`config.mk`:
```
export PLATFORM = sky130hd
export DESIGN_NAME = dm_arbiter
export DESIGN_NICKNAME = d
export VERILOG_FILES = /design/src/rtl/dm_arbiter.sv
export SDC_FILE = /design/constraint.sdc
export NUM_CORES = 1
export LEC_CHECK = 0
export CAP_MARGIN = 0
export CELL_PAD_IN_SITES_DETAIL_PLACEMENT = 0
export CELL_PAD_IN_SITES_GLOBAL_PLACEMENT = 1
export CORE_ASPECT_RATIO = 1.25
export CORE_MARGIN = 2
export CORE_UTILIZATION = 27
export DETAILED_ROUTE_END_ITERATION = 6
export GPL_ROUTABILITY_DRIVEN = 0
export PLACE_DENSITY_LB_ADDON = 0.1
export SYNTH_ARGS = -nofsm -noshare
export SYNTH_HDL_FRONTEND = slang
export SYNTH_SLANG_ARGS = --single-unit
```
`constraint.sdc`:
```
create_clock -name clk -period 2.2 [get_ports clk]
set_input_delay 0.33 -clock clk [delete_from_list [all_inputs] [get_ports clk]]
set_output_delay 0.33 -clock clk [all_outputs]
set_load 0.02 [all_outputs]
```
`src/rtl/dm_arbiter.sv`:
```
// Two-port arbiter for the single-port data memory (CPU M-stage vs. DMA) with a word-by-word clear sequencer.
// Define DM_ARB_TRACE_EN to print every committed memory write.
module dm_arbiter #(
  parameter int DEPTH    = 3072,
  parameter int MAX_WAIT = 4
) (
  input  logic        clk,
  input  logic        rst_n,
  input  logic        p0_req,
  input  logic        p0_we,
  input  logic [31:0] p0_addr,
  input  logic [31:0] p0_wdata,
  input  logic [31:0] p0_pc,
  output logic        p0_gnt,
  output logic        p0_stall,
  output logic [31:0] p0_rdata,
  output logic        p0_rvalid,
  input  logic        p1_req,
  input  logic        p1_we,
  input  logic [31:0] p1_addr,
  input  logic [31:0] p1_wdata,
  output logic        p1_gnt,
  output logic [31:0] p1_rdata,
  output logic        p1_rvalid,
  input  logic        clr_start,
  output logic        clr_busy,
  output logic        clr_done,
  output logic [31:0] mem_a,
  output logic [31:0] mem_wd,
  output logic        mem_we,
  output logic [31:0] mem_pc,
  input  logic [31:0] mem_rd
);

  localparam int IW = $clog2(DEPTH);
  localparam int WW = $clog2(MAX_WAIT + 1);
  localparam logic [IW-1:0] LAST_IDX = IW'(DEPTH - 1);
  localparam logic [WW-1:0] WAIT_MAX = WW'(MAX_WAIT);

  typedef enum logic [0:0] {
    RUN   = 1'b0,
    CLEAR = 1'b1
  } state_t;

  state_t        state_r, state_nxt_s;
  logic [WW-1:0] wait_cnt_r;
  logic [IW-1:0] clr_idx_r;
  logic [31:0]   last_a_r;
  logic          clr_done_r;
  logic          p0_rvalid_r, p1_rvalid_r;
  logic [31:0]   p0_rdata_r, p1_rdata_r;

  logic          p0_gnt_s, p1_gnt_s, clr_last_s;
  logic [31:0]   mem_a_s, mem_wd_s, mem_pc_s;
  logic          mem_we_s;

  // Arbitration, memory drive and next-state; grants are held off while in reset.
  always_comb begin
    state_nxt_s = state_r;
    p0_gnt_s    = 1'b0;
    p1_gnt_s    = 1'b0;
    clr_last_s  = 1'b0;
    mem_a_s     = last_a_r;
    mem_wd_s    = 32'd0;
    mem_we_s    = 1'b0;
    mem_pc_s    = 32'd0;
    case (state_r)
      RUN: begin
        if (clr_start) begin
          state_nxt_s = CLEAR;
        end else if (rst_n && p0_req && !(p1_req && (wait_cnt_r >= WAIT_MAX))) begin
          p0_gnt_s = 1'b1;
          mem_a_s  = p0_addr;
          mem_wd_s = p0_wdata;
          mem_we_s = p0_we;
          mem_pc_s = p0_pc;
        end else if (rst_n && p1_req) begin
          p1_gnt_s = 1'b1;
          mem_a_s  = p1_addr;
          mem_wd_s = p1_wdata;
          mem_we_s = p1_we;
        end else begin
          mem_a_s = last_a_r;
        end
      end
      CLEAR: begin
        mem_we_s = 1'b1;
        mem_a_s  = 32'({clr_idx_r, 2'b00});
        if (clr_idx_r == LAST_IDX) begin
          clr_last_s  = 1'b1;
          state_nxt_s = RUN;
        end else begin
          state_nxt_s = CLEAR;
        end
      end
      default: begin
        state_nxt_s = RUN;
      end
    endcase
  end

  // FSM state, clear index, fairness counter and held memory address.
  always_ff @(posedge clk or negedge rst_n) begin
    if (!rst_n) begin
      state_r    <= RUN;
      clr_idx_r  <= '0;
      wait_cnt_r <= '0;
      last_a_r   <= 32'd0;
      clr_done_r <= 1'b0;
    end else begin
      state_r    <= state_nxt_s;
      last_a_r   <= mem_a_s;
      clr_done_r <= clr_last_s;
      if (state_r == CLEAR && !clr_last_s) begin
        clr_idx_r <= clr_idx_r + IW'(1);
      end else begin
        clr_idx_r <= '0;
      end
      if (p1_req && !p1_gnt_s) begin
        wait_cnt_r <= (wait_cnt_r >= WAIT_MAX) ? wait_cnt_r : wait_cnt_r + WW'(1);
      end else begin
        wait_cnt_r <= '0;
      end
    end
  end

  // Read-return registers: capture mem_rd on a read grant, pulse rvalid the next cycle.
  always_ff @(posedge clk or negedge rst_n) begin
    if (!rst_n) begin
      p0_rvalid_r <= 1'b0;
      p1_rvalid_r <= 1'b0;
      p0_rdata_r  <= 32'd0;
      p1_rdata_r  <= 32'd0;
    end else begin
      p0_rvalid_r <= p0_gnt_s && !p0_we;
      p1_rvalid_r <= p1_gnt_s && !p1_we;
      if (p0_gnt_s && !p0_we) begin
        p0_rdata_r <= mem_rd;
      end else begin
        p0_rdata_r <= p0_rdata_r;
      end
      if (p1_gnt_s && !p1_we) begin
        p1_rdata_r <= mem_rd;
      end else begin
        p1_rdata_r <= p1_rdata_r;
      end
    end
  end

`ifdef DM_ARB_TRACE_EN
  // Write trace; the CPU PC has already advanced one word past the store.
  always @(posedge clk) begin
    if (rst_n && mem_we_s) begin
      $display("%d@%h: *%h <= %h", $time, p0_gnt_s ? (p0_pc - 32'd4) : 32'd0, mem_a_s, mem_wd_s);
    end
  end
`endif

  assign p0_gnt    = p0_gnt_s;
  assign p1_gnt    = p1_gnt_s;
  assign p0_stall  = p0_req & ~p0_gnt_s;
  assign p0_rdata  = p0_rdata_r;
  assign p0_rvalid = p0_rvalid_r;
  assign p1_rdata  = p1_rdata_r;
  assign p1_rvalid = p1_rvalid_r;
  assign clr_busy  = (state_r == CLEAR);
  assign clr_done  = clr_done_r;
  assign mem_a     = mem_a_s;
  assign mem_wd    = mem_wd_s;
  assign mem_we    = mem_we_s;
  assign mem_pc    = mem_pc_s;

endmodule

```
# ---- Yosys cells after proc, flatten, opt, wreduce, memory -nomap -nowiden
# Cells that the tools add are included.
dict set report classes {
  add_sub_neg 2
  order_cmp 1
  eq_ne 2
  mux 30
  bitwise 3
  n_reduce_logical 13
}
# op n
set op_table {}
lappend op_table {{$mux 32} 10}
lappend op_table {{$pmux 32 s2} 1}
lappend op_table {{$mux 1} 14}
lappend op_table {{$add 12x1->12 const B} 1}
lappend op_table {{$eq 12x12->1 const B} 1}
lappend op_table {{$mux 12} 1}
lappend op_table {{$logic_and 1x1->1} 8}
lappend op_table {{$mux 3} 2}
lappend op_table {{$logic_not 1->1} 5}
lappend op_table {{$pmux 1 s2} 2}
lappend op_table {{$add 3x1->3 const B} 1}
lappend op_table {{$ge 3x3->1 const B} 1}
lappend op_table {{$ne 2x2->1 const B} 1}
lappend op_table {{$not 1->1} 2}
lappend op_table {{$and 1x1->1} 1}
dict set report word_totals {
  ff_bits 115
  in_bits 199
  out_inout_bits 168
  word_cells 60
}

# ---- Longest topological paths before layout
dict set report depth {
  word_depth 10
  depth_mapped 7
  ltp_nobuf 5
}

# ---- Worst setup path after synthesis
# No wires, ideal clock.
dict set report synth_path {
  path_kind {register to output}
  start {reg wait_cnt_r[2]}
  end {out mem_a[12]}
  arrival_ns 1.771
  t_required_ns 1.870
  path_slack_ns 0.099
  stages_incl_launch_ff 7
  n_path_buf 2
  cell_sequence {dfrtp_1 > nand2_1 > nand3_1 > buf_2 > buf_2 > mux2i_1 > a221oi_1}
}
dict set report synth_via {
  elab_chain_len 7
}
# item line
set synth_rtl {}
lappend synth_rtl {{start, declared} 46} ;# logic [WW-1:0] wait_cnt_r;
lappend synth_rtl {{start signal, assigned} 120} ;# wait_cnt_r <= (wait_cnt_r >= WAIT_MAX) ? wait_cnt_r : wait_cnt_r + WW'(1);
lappend synth_rtl {{$ge 3x3->1} 71} ;# end else if (rst_n && p0_req && !(p1_req && (wait_cnt_r >= WAIT_MAX))) begin
lappend synth_rtl {{$logic_and 1x1->1} 71}
lappend synth_rtl {{$logic_not 1->1} 71}
lappend synth_rtl {{$logic_and 1x1->1} 71}
lappend synth_rtl {{$mux 32} 71}
lappend synth_rtl {{$mux 32} 69} ;# if (clr_start) begin
lappend synth_rtl {{$pmux 32 s2} 67} ;# case (state_r)
lappend synth_rtl {{end, declared} 28} ;# output logic [31:0] mem_a,
# Every way passes these cells.

# ---- Worst setup path after layout
dict set report layout_path {
  start {reg wait_cnt_r[2]}
  end {out mem_wd[27]}
}
dict set report layout_via {
  elab_chain_len 7
}
# item line
set layout_rtl {}
lappend layout_rtl {{$ge 3x3->1} 71}
lappend layout_rtl {{$logic_and 1x1->1} 71}
lappend layout_rtl {{$logic_not 1->1} 71}
lappend layout_rtl {{$logic_and 1x1->1} 71}
lappend layout_rtl {{$mux 32} 71}
lappend layout_rtl {{$mux 32} 69}
lappend layout_rtl {{$mux 32} 67}
lappend layout_rtl {{end, declared} 29} ;# output logic [31:0] mem_wd,
# Every way passes these cells.

==> key figures <==
CTS
  – Clock latency reported for the late side of the worst-skew pair: 0.42 ns
  – Number of CTS-inserted buffers: 17
  – Root cell of the clock tree: sky130_fd_sc_hd__clkbuf_16
  – Clock-pin transition on the worst setup and hold timing paths: 0.06 ns
  – TritonCTS clock tree: built
  – Total clock sinks: 115
  – Number of H-tree levels: 4
  – Clock Path Buffers: 2

Min path
  – Worst hold path endpoint: wait_cnt_r[0]
  – Instance count along the most critical hold path: 3
  – Hold Crit Start: p1_req
  – Path type of the worst min-delay path: in -> reg

GRT
  – Remaining global-route overflow: 0
  – GRT Resource Usage Total: 21.04%
  – Via count of the first global-routing pass: 5,874
  – Global-route wire length before repair: 35,640 microns
  – M1 GR Usage: 22.79%
  – Peak-usage layer in the global routing report: met2
  – M3 GR Usage: 5.269%
  – Grt met2 use: 38.12%
  – Initial antenna violation count: 0
  – Maximum number of pins on one net before global-route repair: 63

STA
  – Final setup TNS: -1.141 ns
  – Final Skew: 0.01791 ns
  – Slew of the pin with the lowest slew margin: 0.7957 ns
  – Period utilization: 103.2%
  – Unrepaired setup endpoints after global routing: true
  – Final setup viols: 39
  – Fmax: 440.4 MHz
  – Slack of the critical path: -0.07046 ns
  – Number of hold-slack violations in the final timing report: 0
  – Minimum clock period after layout: 2.270 ns
  – Final Max Tran Viols: 0
  – Slew HR: 46.96%

Critical path
  – Setup slack of the most critical reg-to-reg path: 0.28 ns
  – CP arrival: 1.94 ns
  – Slowest stage delay, CP: 0.39 ns
  – Critical path data required time: 1.87 ns
  – Kind of end point of the critical path: output pin
  – Worst reg2reg startpoint: wait_cnt_r[2]
  – FF-to-FF End: p0_rdata[1]
  – Dominant delay contributor by cell family on the critical path: buffers and inverters
  – Crit Path Class: reg -> out
  – Critical path cell sequence: nand2_2 -> nand3_4 -> buf_6 -> nor2_4 -> buf_6 -> buf_16 -> buf_6 -> a22o_1 -> buf_6
  – Slowest cell on crit path: sky130_fd_sc_hd__dfrtp_1
  – Critical Path Stages: 9
  – Critical path launch point type: register
  – Cell occurring most often along the worst timing path: sky130_fd_sc_hd__buf_6
  – Crit path max fanout: 7
  – Bufs and invs on worst path: 5
  – Depth of the worst register-to-register path: 8

Detailed routing
  – Via count: 5,488
  – DRT Wirelength: 24,510 microns
  – Number of nets with antenna violations after detailed routing: 0
  – Number of remaining DRC errors: 0
  – Detailed router's first-iteration violation count: 133
  – Pre-antenna DRT Iters: 4
  – Mean routed wirelength per cell: 20.79 microns
  – DR vias/cell: 4.655

Floorplanning
  – Die extent in x: 135.1 microns
  – Starting density of the core: 27.67%
  – Row count: 59
  – Overall die area: 22,680 sq um
  – Die Span Y: 167.9 microns
  – Top-level I/O count: 367
  – Total core area: 20,970 sq um

Power and ir drop
  – Leakage: 5.256 nW
  – Worst ir drop on vdd: 0.0004770 V
  – Pwr dens: 582.7 nW/um^2
  – Tot Pwr: 6.509 mW

Layout
  – Net count, final: 1,094
  – Growth of design area from synthesis to finish: 92.56%
  – Fill cell count: 1,853
  – Fraction of final layout cells with drive strength greater than 1: 37.13%
  – Area of all placed cells without fillers: 11,170 sq um
  – Ant. Diodes: 0
  – Most used cells in the layout excluding fill and tap cells: 263 x sky130_fd_sc_hd__clkdlybuf4s50_1, 115 x sky130_fd_sc_hd__dfrtp_1, 78 x sky130_fd_sc_hd__buf_6
  – Final Util: 53.29%
  – Most frequent standard cell in the layout excluding fill and tap cells: sky130_fd_sc_hd__clkdlybuf4s50_1

Placement
  – Post-placement setup slack: -0.6189 ns
  – Detailed-placement wirelength estimate: 18,180 microns
  – Placed Area: 10,050 sq um
  – Port Buf Inserts: 366

Yosys
  – Number of flops mapped to enable cells by yosys: 0
  – Synthesized area: 5802 sq um
  – Sequential area share after synthesis: 49.60%
  – Distinct cell type count after synthesis: 32
  – Synthesized flop and latch total: 115
  – Syn avg cell area: 12.11 sq um
  – Asr flop ratio synth: 100.0%
  – Ys flop type: sky130_fd_sc_hd__dfrtp_1
  – Warnings from Yosys: 0
  – Synthesized netlist cell count: 479
  – Net Count, Synth: 681

Flow run
  – Number of max-cap violations: 0

Run status
  – Failing checks: setup timing
  – Status: finished with violations
[metal layers]
| layer | vias to the layer above | part of all wire, % |
|---|---|---|
| li1 | 2528 | - |
| met1 | 2699 | 37 |
| met2 | 222 | 53 |
| met3 | 39 | 6.0 |
| met4 | 0 | 3.5 |
| met5 | - | 0 |
[stage by stage]
step                cells  hold slack [ns]
finish               1179           0.4238
global route         1179           0.4375
CTS                  1179           0.3908
detailed placement   1121           0.4103
global placement     1121           0.4002
floorplan             479          0.03441
[layout make-up]
type | instances | area, sq um | area share (%)
clock buffer | 18 | 429.2 | 3.841
clock inverter | 14 | 172.7 | 1.546
multi-input combinational | 301 | 2784 | 24.92
sequential | 115 | 2878 | 25.76
tap | 274 | 342.8 | 3.069
timing repair buffer | 429 | 4461 | 39.93
inverter | 28 | 105.1 | 0.9408
[repair_timing]
action                     CTS  global route
hold buffers                 3             0
cloned                       6             1
pin swaps                   10            38
setup endpoints to repair   99            99
hold endpoints to repair    25             0
buffers inserted            18             3
resized for setup          483           111
[cells by family (layout without fill, tap and decap cells)]
family                   count (synthesis)  after routing  share of synthesized area [%]
adder cells (fa/ha/maj)                  3              3                         0.6470
AO/OA/AOI/OAI                           78             78                          11.56
XOR/XNOR                                11             11                          1.661
AND/OR/NAND/NOR                         99             99                          9.036
buffers and inverters                   63            489                          5.003
multiplexers                           110            110                          22.49
flip-flops                             115            115                          49.60
[worst max path at each step]
stage	startpoint	end	slack, ns
final	wait_cnt_r[2]	mem_wd[27]	-0.07
after global routing	wait_cnt_r[2]	mem_wd[1]	-0.18
after CTS	wait_cnt_r[2]	mem_wd[13]	-0.19
after detailed placement	p1_req	mem_a[3]	-0.62
after global placement	p1_req	mem_a[30]	-0.58
after floorplan	wait_cnt_r[2]	mem_a[12]	0.1
[registers in the layout, summed over array words and instances (netlist names)]
signal and cells:
clr_idx_r 12, p1_rvalid 1, clr_busy 1, p0_rdata 32
wait_cnt_r 3, p0_rvalid 1, p1_rdata 32, clr_done 1
last_a_r 32
[synthesized netlist by cell type (6+ instances only)]
master | n | area (sq um)
sky130_fd_sc_hd__a22oi_1 | 11 | 82.58
sky130_fd_sc_hd__o21ai_0 | 12 | 60.06
sky130_fd_sc_hd__nand3_1 | 6 | 30.03
sky130_fd_sc_hd__a22o_1 | 32 | 280.3
sky130_fd_sc_hd__nor2_1 | 42 | 157.7
sky130_fd_sc_hd__buf_2 | 13 | 65.06
sky130_fd_sc_hd__dfrtp_1 | 115 | 2878
sky130_fd_sc_hd__clkbuf_1 | 17 | 63.81
sky130_fd_sc_hd__mux2_4 | 29 | 435.4
sky130_fd_sc_hd__o221a_2 | 20 | 225.2
sky130_fd_sc_hd__and2_1 | 32 | 200.2
sky130_fd_sc_hd__mux2i_1 | 34 | 340.3
sky130_fd_sc_hd__xnor2_1 | 8 | 70.07
sky130_fd_sc_hd__inv_1 | 28 | 105.1
sky130_fd_sc_hd__mux2_2 | 47 | 529.3
[where the power goes]
part	switching (mW)	total, mW	leakage, nW	internal [mW]
clock network	1.04	2.83	0.292	1.79
registers	0.138	2.42	1.56	2.28
logic	0.530	1.26	3.40	0.729
[worst min-delay path, cell delays in order]
cell and delay, ns:
sky130_fd_sc_hd__dlygate4sd2_1 0.28, sky130_fd_sc_hd__nand2b_1 0.12, sky130_fd_sc_hd__nor2_1 0.05
No activity file was read; power rests on OpenSTA's default activity.
